[src/rtl/tl_error_sink_pkg.sv]
// ---------------------------------------------------------------------------
// tl_error_sink_pkg: TileLink channel types, opcodes and beat-count helper.
// Rev 1.0
// ---------------------------------------------------------------------------
`default_nettype none

package tl_error_sink_pkg;

    localparam int unsigned TL_DW    = 64;
    localparam int unsigned TL_AW    = 38;
    localparam int unsigned TL_SRCW  = 5;
    localparam int unsigned TL_SINKW = 1;
    localparam int unsigned TL_SZW   = 4;

    typedef enum logic [2:0] {
        PutFullData    = 3'h0,
        PutPartialData = 3'h1,
        ArithmeticData = 3'h2,
        LogicalData    = 3'h3,
        Get            = 3'h4,
        Intent         = 3'h5,
        AcquireBlock   = 3'h6,
        AcquirePerm    = 3'h7
    } tl_a_op_e;

    typedef enum logic [2:0] {
        AccessAck     = 3'h0,
        AccessAckData = 3'h1,
        HintAck       = 3'h2,
        Grant         = 3'h4,
        GrantData     = 3'h5,
        ReleaseAck    = 3'h6
    } tl_d_op_e;

    typedef struct packed {
        tl_a_op_e              opcode;
        logic [2:0]            param;
        logic [TL_SZW-1:0]     size;
        logic [TL_SRCW-1:0]    source;
        logic [TL_AW-1:0]      address;
        logic [TL_DW/8-1:0]    mask;
        logic                  corrupt;
        logic [TL_DW-1:0]      data;
    } tl_a_t;

    typedef struct packed {
        logic [2:0]            opcode;
        logic [1:0]            param;
        logic [TL_SZW-1:0]     size;
        logic [TL_SRCW-1:0]    source;
        logic [TL_AW-1:0]      address;
        logic [TL_DW/8-1:0]    mask;
        logic                  corrupt;
        logic [TL_DW-1:0]      data;
    } tl_b_t;

    typedef struct packed {
        logic [2:0]            opcode;
        logic [2:0]            param;
        logic [TL_SZW-1:0]     size;
        logic [TL_SRCW-1:0]    source;
        logic [TL_AW-1:0]      address;
        logic                  corrupt;
        logic [TL_DW-1:0]      data;
    } tl_c_t;

    typedef struct packed {
        tl_d_op_e              opcode;
        logic [1:0]            param;
        logic [TL_SZW-1:0]     size;
        logic [TL_SRCW-1:0]    source;
        logic [TL_SINKW-1:0]   sink;
        logic                  denied;
        logic                  corrupt;
        logic [TL_DW-1:0]      data;
    } tl_d_t;

    typedef struct packed {
        logic [TL_SINKW-1:0]   sink;
    } tl_e_t;

    // Number of data beats a transfer of 2**size bytes occupies on a data_width-bit bus.
    function automatic int unsigned tl_beats(input logic [TL_SZW-1:0] size,
                                             input int unsigned       data_width);
        int unsigned off;
        off = $clog2(data_width / 8);
        return (32'(size) > off) ? (32'd1 << (32'(size) - off)) : 32'd1;
    endfunction

endpackage

`default_nettype wire

[src/rtl/tl_error_sink.sv]
// ---------------------------------------------------------------------------
// tl_error_sink: consumes every TileLink request and answers it with denied=1.
// Rev 1.0
// ---------------------------------------------------------------------------
`default_nettype none

module tl_error_sink
    import tl_error_sink_pkg::*;
#(
    parameter int unsigned DataWidth   = 64,
    parameter int unsigned AddrWidth   = 38,
    parameter int unsigned SourceWidth = 5,
    parameter int unsigned SinkWidth   = 1,
    parameter int unsigned MaxSize     = 6
) (
    input  logic   clk_i,
    input  logic   rst_ni,
    output logic   link_a_ready,
    input  logic   link_a_valid,
    input  tl_a_t  link_a,
    input  logic   link_b_ready,
    output logic   link_b_valid,
    output tl_b_t  link_b,
    output logic   link_c_ready,
    input  logic   link_c_valid,
    input  tl_c_t  link_c,
    input  logic   link_d_ready,
    output logic   link_d_valid,
    output tl_d_t  link_d,
    output logic   link_e_ready,
    input  logic   link_e_valid,
    input  tl_e_t  link_e
);

    localparam int unsigned Off  = $clog2(DataWidth / 8);
    localparam int unsigned CntW = (MaxSize > Off + 1) ? (MaxSize - Off) : 1;
    localparam bit ParamsOk = (DataWidth == TL_DW) && (AddrWidth == TL_AW) &&
                              (SourceWidth == TL_SRCW) && (SinkWidth == TL_SINKW) &&
                              (DataWidth >= 32) && (MaxSize < 16);

    typedef enum logic [1:0] {
        StIdle  = 2'd0,
        StDrain = 2'd1,
        StResp  = 2'd2
    } state_e;

    state_e                 state_q, state_d;
    logic [CntW-1:0]        cnt_q, cnt_d;
    tl_a_op_e               opcode_q, opcode_d;
    logic [TL_SZW-1:0]      size_q, size_d;
    logic [SourceWidth-1:0] source_q, source_d;
    logic                   a_ready_q, a_ready_d;
    logic                   d_valid_q, d_valid_d;

    logic                   a_hs, d_hs;
    logic                   size_illegal, illegal_req;
    tl_a_op_e               eff_op;
    logic [TL_SZW-1:0]      eff_size;
    int unsigned            beats;

    function automatic logic is_data_op(input tl_a_op_e op);
        return op inside {Get, ArithmeticData, LogicalData};
    endfunction

    function automatic logic is_put_op(input tl_a_op_e op);
        return op inside {PutFullData, PutPartialData};
    endfunction

    assign a_hs = link_a_valid && a_ready_q;
    assign d_hs = d_valid_q && link_d_ready;

    // Acquires and oversized requests are answered as a maximal-size-clamped Get.
    assign size_illegal = 32'(link_a.size) > MaxSize;
    assign illegal_req  = size_illegal || (link_a.opcode inside {AcquireBlock, AcquirePerm});
    assign eff_op       = illegal_req ? Get : link_a.opcode;
    assign eff_size     = size_illegal ? TL_SZW'(MaxSize) : link_a.size;
    assign beats        = tl_beats(eff_size, DataWidth);

    always_comb begin
        state_d   = state_q;
        cnt_d     = cnt_q;
        opcode_d  = opcode_q;
        size_d    = size_q;
        source_d  = source_q;
        a_ready_d = a_ready_q;
        d_valid_d = d_valid_q;
        case (state_q)
            StIdle: begin
                a_ready_d = 1'b1;
                if (a_hs) begin
                    opcode_d = eff_op;
                    size_d   = link_a.size;
                    source_d = link_a.source;
                    if (is_put_op(eff_op) && beats > 1) begin
                        cnt_d   = CntW'(beats - 32'd2);
                        state_d = StDrain;
                    end else begin
                        cnt_d     = is_data_op(eff_op) ? CntW'(beats - 32'd1) : '0;
                        state_d   = StResp;
                        a_ready_d = 1'b0;
                        d_valid_d = 1'b1;
                    end
                end
            end
            StDrain: begin
                a_ready_d = 1'b1;
                if (a_hs) begin
                    if (cnt_q == '0) begin
                        state_d   = StResp;
                        a_ready_d = 1'b0;
                        d_valid_d = 1'b1;
                    end else begin
                        cnt_d = cnt_q - 1'b1;
                    end
                end
            end
            StResp: begin
                a_ready_d = 1'b0;
                d_valid_d = 1'b1;
                if (d_hs) begin
                    if (cnt_q == '0) begin
                        state_d   = StIdle;
                        d_valid_d = 1'b0;
                        a_ready_d = 1'b1;
                    end else begin
                        cnt_d = cnt_q - 1'b1;
                    end
                end
            end
            default: begin
                state_d   = StIdle;
                a_ready_d = 1'b0;
                d_valid_d = 1'b0;
            end
        endcase
    end

    always_ff @(posedge clk_i or negedge rst_ni) begin
        if (!rst_ni) begin
            state_q   <= StIdle;
            cnt_q     <= '0;
            opcode_q  <= PutFullData;
            size_q    <= '0;
            source_q  <= '0;
            a_ready_q <= 1'b0;
            d_valid_q <= 1'b0;
        end else begin
            state_q   <= state_d;
            cnt_q     <= cnt_d;
            opcode_q  <= opcode_d;
            size_q    <= size_d;
            source_q  <= source_d;
            a_ready_q <= a_ready_d;
            d_valid_q <= d_valid_d;
        end
    end

    // D fields depend only on captured state, so they hold steady under backpressure.
    always_comb begin
        link_d         = '0;
        link_d.opcode  = is_data_op(opcode_q) ? AccessAckData :
                         (opcode_q == Intent)  ? HintAck : AccessAck;
        link_d.param   = '0;
        link_d.size    = size_q;
        link_d.source  = source_q;
        link_d.sink    = '0;
        link_d.denied  = 1'b1;
        link_d.corrupt = is_data_op(opcode_q);
        link_d.data    = '0;
    end

    assign link_a_ready = a_ready_q;
    assign link_d_valid = d_valid_q;
    assign link_b_valid = 1'b0;
    assign link_b       = '0;
    assign link_c_ready = 1'b1;
    assign link_e_ready = 1'b1;

    logic unused_inputs;
    assign unused_inputs = ^{link_b_ready, link_c_valid, link_c, link_e_valid, link_e,
                             link_a.param, link_a.address, link_a.mask, link_a.corrupt,
                             link_a.data};

    a_params_match: assert property (@(posedge clk_i) ParamsOk);
    a_legal_request: assert property (@(posedge clk_i) disable iff (!rst_ni)
                                      a_hs |-> !illegal_req);

endmodule

`default_nettype wire

[config.mk]
export PLATFORM = sky130hd
export DESIGN_NAME = tl_error_sink
export DESIGN_NICKNAME = d
export VERILOG_FILES = /design/src/rtl/tl_error_sink_pkg.sv /design/src/rtl/tl_error_sink.sv
export SDC_FILE = /design/constraint.sdc
export NUM_CORES = 1
export LEC_CHECK = 0
export ABC_AREA = 1
export CAP_MARGIN = 10
export CORE_AREA = 2 2 180 182
export CTS_BUF_LIST = sky130_fd_sc_hd__clkbuf_8 sky130_fd_sc_hd__clkbuf_16
export DETAILED_ROUTE_END_ITERATION = 12
export DIE_AREA = 0 0 182 184
export GPL_TIMING_DRIVEN = 0
export SYNTH_ARGS = -nofsm -noshare
export SYNTH_HDL_FRONTEND = slang
export SYNTH_SLANG_ARGS = --single-unit
[constraint.sdc]
create_clock -name clk_i -period 1.7 [get_ports clk_i]
set_clock_uncertainty 0.05 [all_clocks]
set_input_delay 0.34 -clock clk_i [delete_from_list [all_inputs] [get_ports clk_i]]
set_output_delay 0.34 -clock clk_i [all_outputs]
set_load 0.01 [all_outputs]
---- Word level (Yosys, flattened, before mapping) ----
Cells that the tools add are included.
word-level totals
  bits in registers ....................... 19
  input bits .............................. 252
  output and inout bits ................... 211
  word-level logic and storage cells ...... 81
operators by class
  add/sub/neg operators ................... 4
  order comparisons ....................... 3
  equality and inequality tests ........... 18
  shift operators ......................... 1
  mux-type cells .......................... 32
  reduce and logical (&&, ||, !) cells .... 16
operators by type and width
  cell                                                            count
  greater-than comparator 32 x 1 -> 1 bit, second input constant  1
  two-way mux 32 bit                                              1
  left shift 1 x 32 -> 32 bit, first input constant               1
  two-way mux 3 bit                                               7
  two-way mux 2 bit                                               8
  equality test 3 bit, second input constant                      5
  equality test 3 x 2 -> 1 bit, second input constant             4
  inequality test 2 bit, second input constant                    6
  two-way mux 1 bit                                               11
  case mux 3 bit (3 select lines)                                 1
  nonzero test 3 bit                                              3
  AND reduction 4 bit                                             2
  zero test 3 bit                                                 2
  case mux 1 bit (3 select lines)                                 2
  case mux 2 bit (3 select lines)                                 1
  subtractor 3 x 1 -> 3 bit, second input constant                2
  AND reduction 5 bit                                             1
  subtractor 4 x 2 -> 5 bit, second input constant                1
  greater-than comparator 4 x 2 -> 1 bit, second input constant   1
  greater-than comparator 4 x 3 -> 1 bit, second input constant   1
  two-way mux 4 bit                                               1
  nonzero test 2 bit                                              2
  equality test 3 x 1 -> 1 bit, second input constant             1
  logical AND 1 bit                                               3
  6 further kinds                                                 6

---- Depth between registers and ports, before layout ----
  word-level depth ........................ 10
  mapped depth ............................ 11
  depth with buffers taken out ............ 11

---- Worst setup path after synthesis ----
OpenSTA, ideal clock, no wires.
  path kind ............................... input to register
  from .................................... in link_a[119] (netlist bit)
  to ...................................... reg cnt_q[2]
  library setup time ...................... 0.120 ns
  arrival ................................. 1.332 ns
  data required time ...................... 1.530 ns
  path slack .............................. 0.198 ns
  cell stages on the path ................. 11
  path buffers ............................ 0
  path through ............................ inv_1 -> nand2_1 -> inv_1 -> nand2_1 -> ha_1 -> nor2_1 -> nand2_1 -> nand2_1 -> nor2_1 -> nand2_1 -> a21oi_2
between the ends
  cells in the longest elaborated chain, start to end .. 10
  elaborated cells on any way between the ends .. 23
  those cells by class .................... add/sub: 3; order compare: 3; eq/ne: 4; shift: 1; mux: 7; reduce/logical: 5
RTL lines
  item                                                                                         line                                      text
  start: declaration                                                                           tl_error_sink.sv:20                       input tl_a_t link_a,
  greater-than comparator 4 x 3 -> 1 bit                                                       tl_error_sink.sv:73                       assign size_illegal = 32'(link_a.size) > MaxSize;
  two-way mux 4 bit                                                                            tl_error_sink.sv:76                       assign eff_size = size_illegal ? TL_SZW'(MaxSize) : link_a.size;
  subtractor 4 x 2 -> 5 bit                                                                    tl_error_sink_pkg.sv:87                   return (32'(size) > off) ? (32'd1 << (32'(size) - off)) : 32'd1;
  left shift 1 x 32 -> 32 bit                                                                  tl_error_sink_pkg.sv:87
  two-way mux 32 bit                                                                           tl_error_sink_pkg.sv:87
  greater-than comparator 32 x 1 -> 1 bit / subtractor 3 x 1 -> 3 bit (equally long branches)  tl_error_sink.sv:94, tl_error_sink.sv:98
  logical AND 1 bit / two-way mux 3 bit (equally long branches)                                tl_error_sink.sv:94, tl_error_sink.sv:98
  two-way mux 3 bit (*)                                                                        tl_error_sink.sv:94                       if (is_put_op(eff_op) && beats > 1) begin
  two-way mux 3 bit (*)                                                                        tl_error_sink.sv:90                       if (a_hs) begin
  case mux 3 bit (3 select lines) (*)                                                          tl_error_sink.sv:87                       case (state_q)
  end signal: assignment                                                                       tl_error_sink.sv:149                      cnt_q <= cnt_d;
  end: declaration                                                                             tl_error_sink.sv:48                       logic [CntW-1:0] cnt_q, cnt_d;
Mark *: on every way between the ends. The rest lies on a longest branch, timed or not. The select of a mux whose other input is x is not followed.
A chain may end at the register's enable or synchronous reset.

==> metrics.yaml <==
synth_edf_count: 0
vias: 2112
final-hold-violation-count: 0
layout.cells.non_filler: 985
holdPathEnd: "size_q[1]$_DFFE_PN0P_"
fin_crit_sh_pct: 96.7
gp_congestion: 0.684
synthTopCellsByArea: "buf_4, dfrtp_1, nand2_1"
multi_input_area_um2: 1340
fmax_mhz: 608
cp_slowest_cell: "dfrtp_1"
drv_slew: 0
dp.cells: 973
die_y_um: 184
synth_area_leader_cell: "buf_4"
synth_seq_cells: 19
final_util_pct: 13.8
r2r_start: "state_q[0]$_DFFE_PN0P_"
first_pass_iters: 3
start_util_pct: 8.45
start_kind: "register"
avgSynthCellArea_um2: 7.64
worstHoldPathType: "primary input to register"
htreeDepth: 1
synth_top_family_by_area: "buffers and inverters"
final_area_um2: 4350
ys_warn_count: 0
clock-root-buffer: "clkbuf_16"
synth_ff_type: "dfrtp_1"
hold_depth: 3
grt_pass1_wl_mm: 8.70
rows: 65
status: "completed"
grt_use_total_pct: 3.37
drc_errors: 0
postCtsHoldBufs: 0
port_buffers: 29
synth_compound_area_share_pct: 5.28
p_leak_nw: 2.58
regArea_um2: 475
slew_headroom_pct: 39.7
nFillCells: 3602
switching_share_pct: 41.4
overflow: 0
drive_gt1_share_pct: 41.5
clkTransAtPathRegs_ns: 0.06
p_sw_w: 0.00141
post_drt_wl_per_cell_um: 6.43
endpoint_kind: "output port"
r2r_setup_slack_ns: 0.15
crit_type: "register to output port"
grt_pass1_vias: 1715
vdd_ir_drop_max_v: 0.000379
cts.path.max_buffers: 2
power_frac_comb_pct: 62.7
cts_tree: "yes"
final_common_cell: "buf_4"
reg2reg_depth: 8
critPathMaxStageDelay_ns: 0.37
worst_pin_slew_ns: 0.901
crit_fanout: 2
seq_power_share_pct: 23.1
nNetsFinal: 841
cp.required_ns: 1.31
min_from: "link_a[117]"
dieArea_um2: 33500
drt_first_iter_violations: 46
grt_start_max_net_pins: 20
yosys.area_share.xor_xnor_pct: 0
ant_nets: 0
finalSetupViolCount: 0
dp_hpwl_mm: 5.75
muxShareOfSynthArea_pct: 0
pwr_density_cell_nw_per_um2: 783
clk_latency_ns: 0.25
cap_violations: 0
syn_to_final_growth_pct: 63.9
place_area_um2: 4180
rsz0062_at_grt: "true"
core_um2: 31400
crit_chain: "inv_2 > nor2_1 > inv_1 > o21ai_2 > a21oi_2 > buf_4 > buf_6"
async_flop_share_pct: 100
syn_inst: 347
p_clk_share_pct: 14.2
vias_per_cell: 2.14
num_io_pins: 463
synth-seq-area-share_pct: 17.9
reg2reg_to: "opcode_q[1]$_DFFE_PN0P_"
synth-simple-area-share_pct: 12.8
syn-cell-area_um2: 2650
cts_sinks: 19
layout_common_cells: "buf_4, conb_1, nand2_1"
fp.dieW_um: 182
ys_types: 24
yosysTopAreaCellShare_pct: 56.0
arrival_ns: 1.25
drt_wl_total_mm: 6.34
cts_buffers: 3
finalCriticalPeriod_ns: 1.64
antenna_found_initial: 3
synthAdderAreaFrac_pct: 3.30
p_int_w: 0.00200
state kept, by name (all words and copies together) (netlist names):
name	count
source_q	5
size_q	4
cnt_q	3
opcode_q	3
state_q	2
link_a_ready	1
link_d_valid	1
worst max path at each step:
stage                                 start                   end  slack (ns)
global placement                link_a[118]  cnt_q[2]$_DFFE_PN0P_       -0.40
finish              opcode_q[0]$_DFFE_PN0P_            link_d[78]        0.06
detailed placement              link_a[118]  cnt_q[2]$_DFFE_PN0P_       -0.43
floorplan                       link_a[119]  cnt_q[2]$_DFFE_PN0P_        0.20
CTS                             link_a[117]  cnt_q[2]$_DFFE_PN0P_      0.0006
global route        opcode_q[0]$_DFFE_PN0P_            link_d[78]       -0.03
cell usage after synthesis (2+ instances only):
cell type and number:
inv_1 22, nor2_1 12, a22oi_1 2, a21oi_2 3
inv_2 4, conb_1 2, a21oi_1 5, nand4_1 5
ha_1 7, nand3_2 2, o21ai_0 4, dfrtp_1 19
o21ai_2 5, o21ai_1 2, buf_4 198, nand2_1 42
nand3_1 6
metal layers:
metal  wire length [µm]  vias up  track usage [%]
li1                   -     1142                -
met1               2550      829             4.06
met2               2840      136             5.28
met3                863        5             1.51
met4                 83        0             1.26
met5                  0        -                0
metrics by stage:
stage / TNS (ns) / setup slack, ns / total power, W / hold WS [ns]
floorplan: 0 / 0.198 / 0.00216 / -0.00559
global placement: -1.22 / -0.398 / 0.00280 / 0.417
CTS: 0 / 0.000561 / 0.00334 / 0.431
finish: 0 / 0.0562 / 0.00340 / 0.408
detailed placement: -1.34 / -0.432 / 0.00283 / 0.416
global route: -0.0674 / -0.0291 / 0.00373 / 0.427
power by group through the flow:
| stage | clock network (W) | logic, W | registers [W] |
|---|---|---|---|
| 3_3_place_gp | 0 | 0.00201 | 0.000783 |
| 5_1_grt | 0.000527 | 0.00238 | 0.000819 |
| 3_5_place_dp | 0 | 0.00204 | 0.000796 |
| 2_1_floorplan | 0 | 0.00134 | 0.000821 |
| 4_1_cts | 0.000499 | 0.00205 | 0.000790 |
| 6_report | 0.000483 | 0.00214 | 0.000785 |
final cells by class:
type                       instances  share of cell area, %
buffer                           199                   34.5
clock buffer                       3                   1.73
inverter                          27                   2.39
timing repair buffer              35                   7.83
clock inverter                     1                 0.0864
multi-input combinational        297                   30.9
sequential                        19                   10.9
antenna                            2                  0.115
tap                              402                   11.6
worst max-delay path: cells and delay by family (launching register included):
kind / cells / cell delay, ns
AOI/OAI and AO/OA: 2 / 0.24
DFF: 1 / 0.37
buffers and inverters: 4 / 0.36
and+or+nand+nor: 1 / 0.03
logic make-up (layout without fill, tap and decap cells):
kind of cell,count (synthesis),after routing
AND/OR/NAND/NOR,72,72
flip-flops,19,19
adder cells (fa/ha/maj),7,7
buffers and inverters,226,265
AO/OA/AOI/OAI,21,21
other,2,199
timing repair:
action / 4_1_cts / 5_1_grt
pin swaps: 1 / 8
resized for setup: 12 / 14
gates cloned: 0 / 0
endpoints found under the setup margin: 5 / 6
buffers inserted: 2 / 4
hold endpoints to repair: 0 / 0
(Power assumes the default switching activity.)
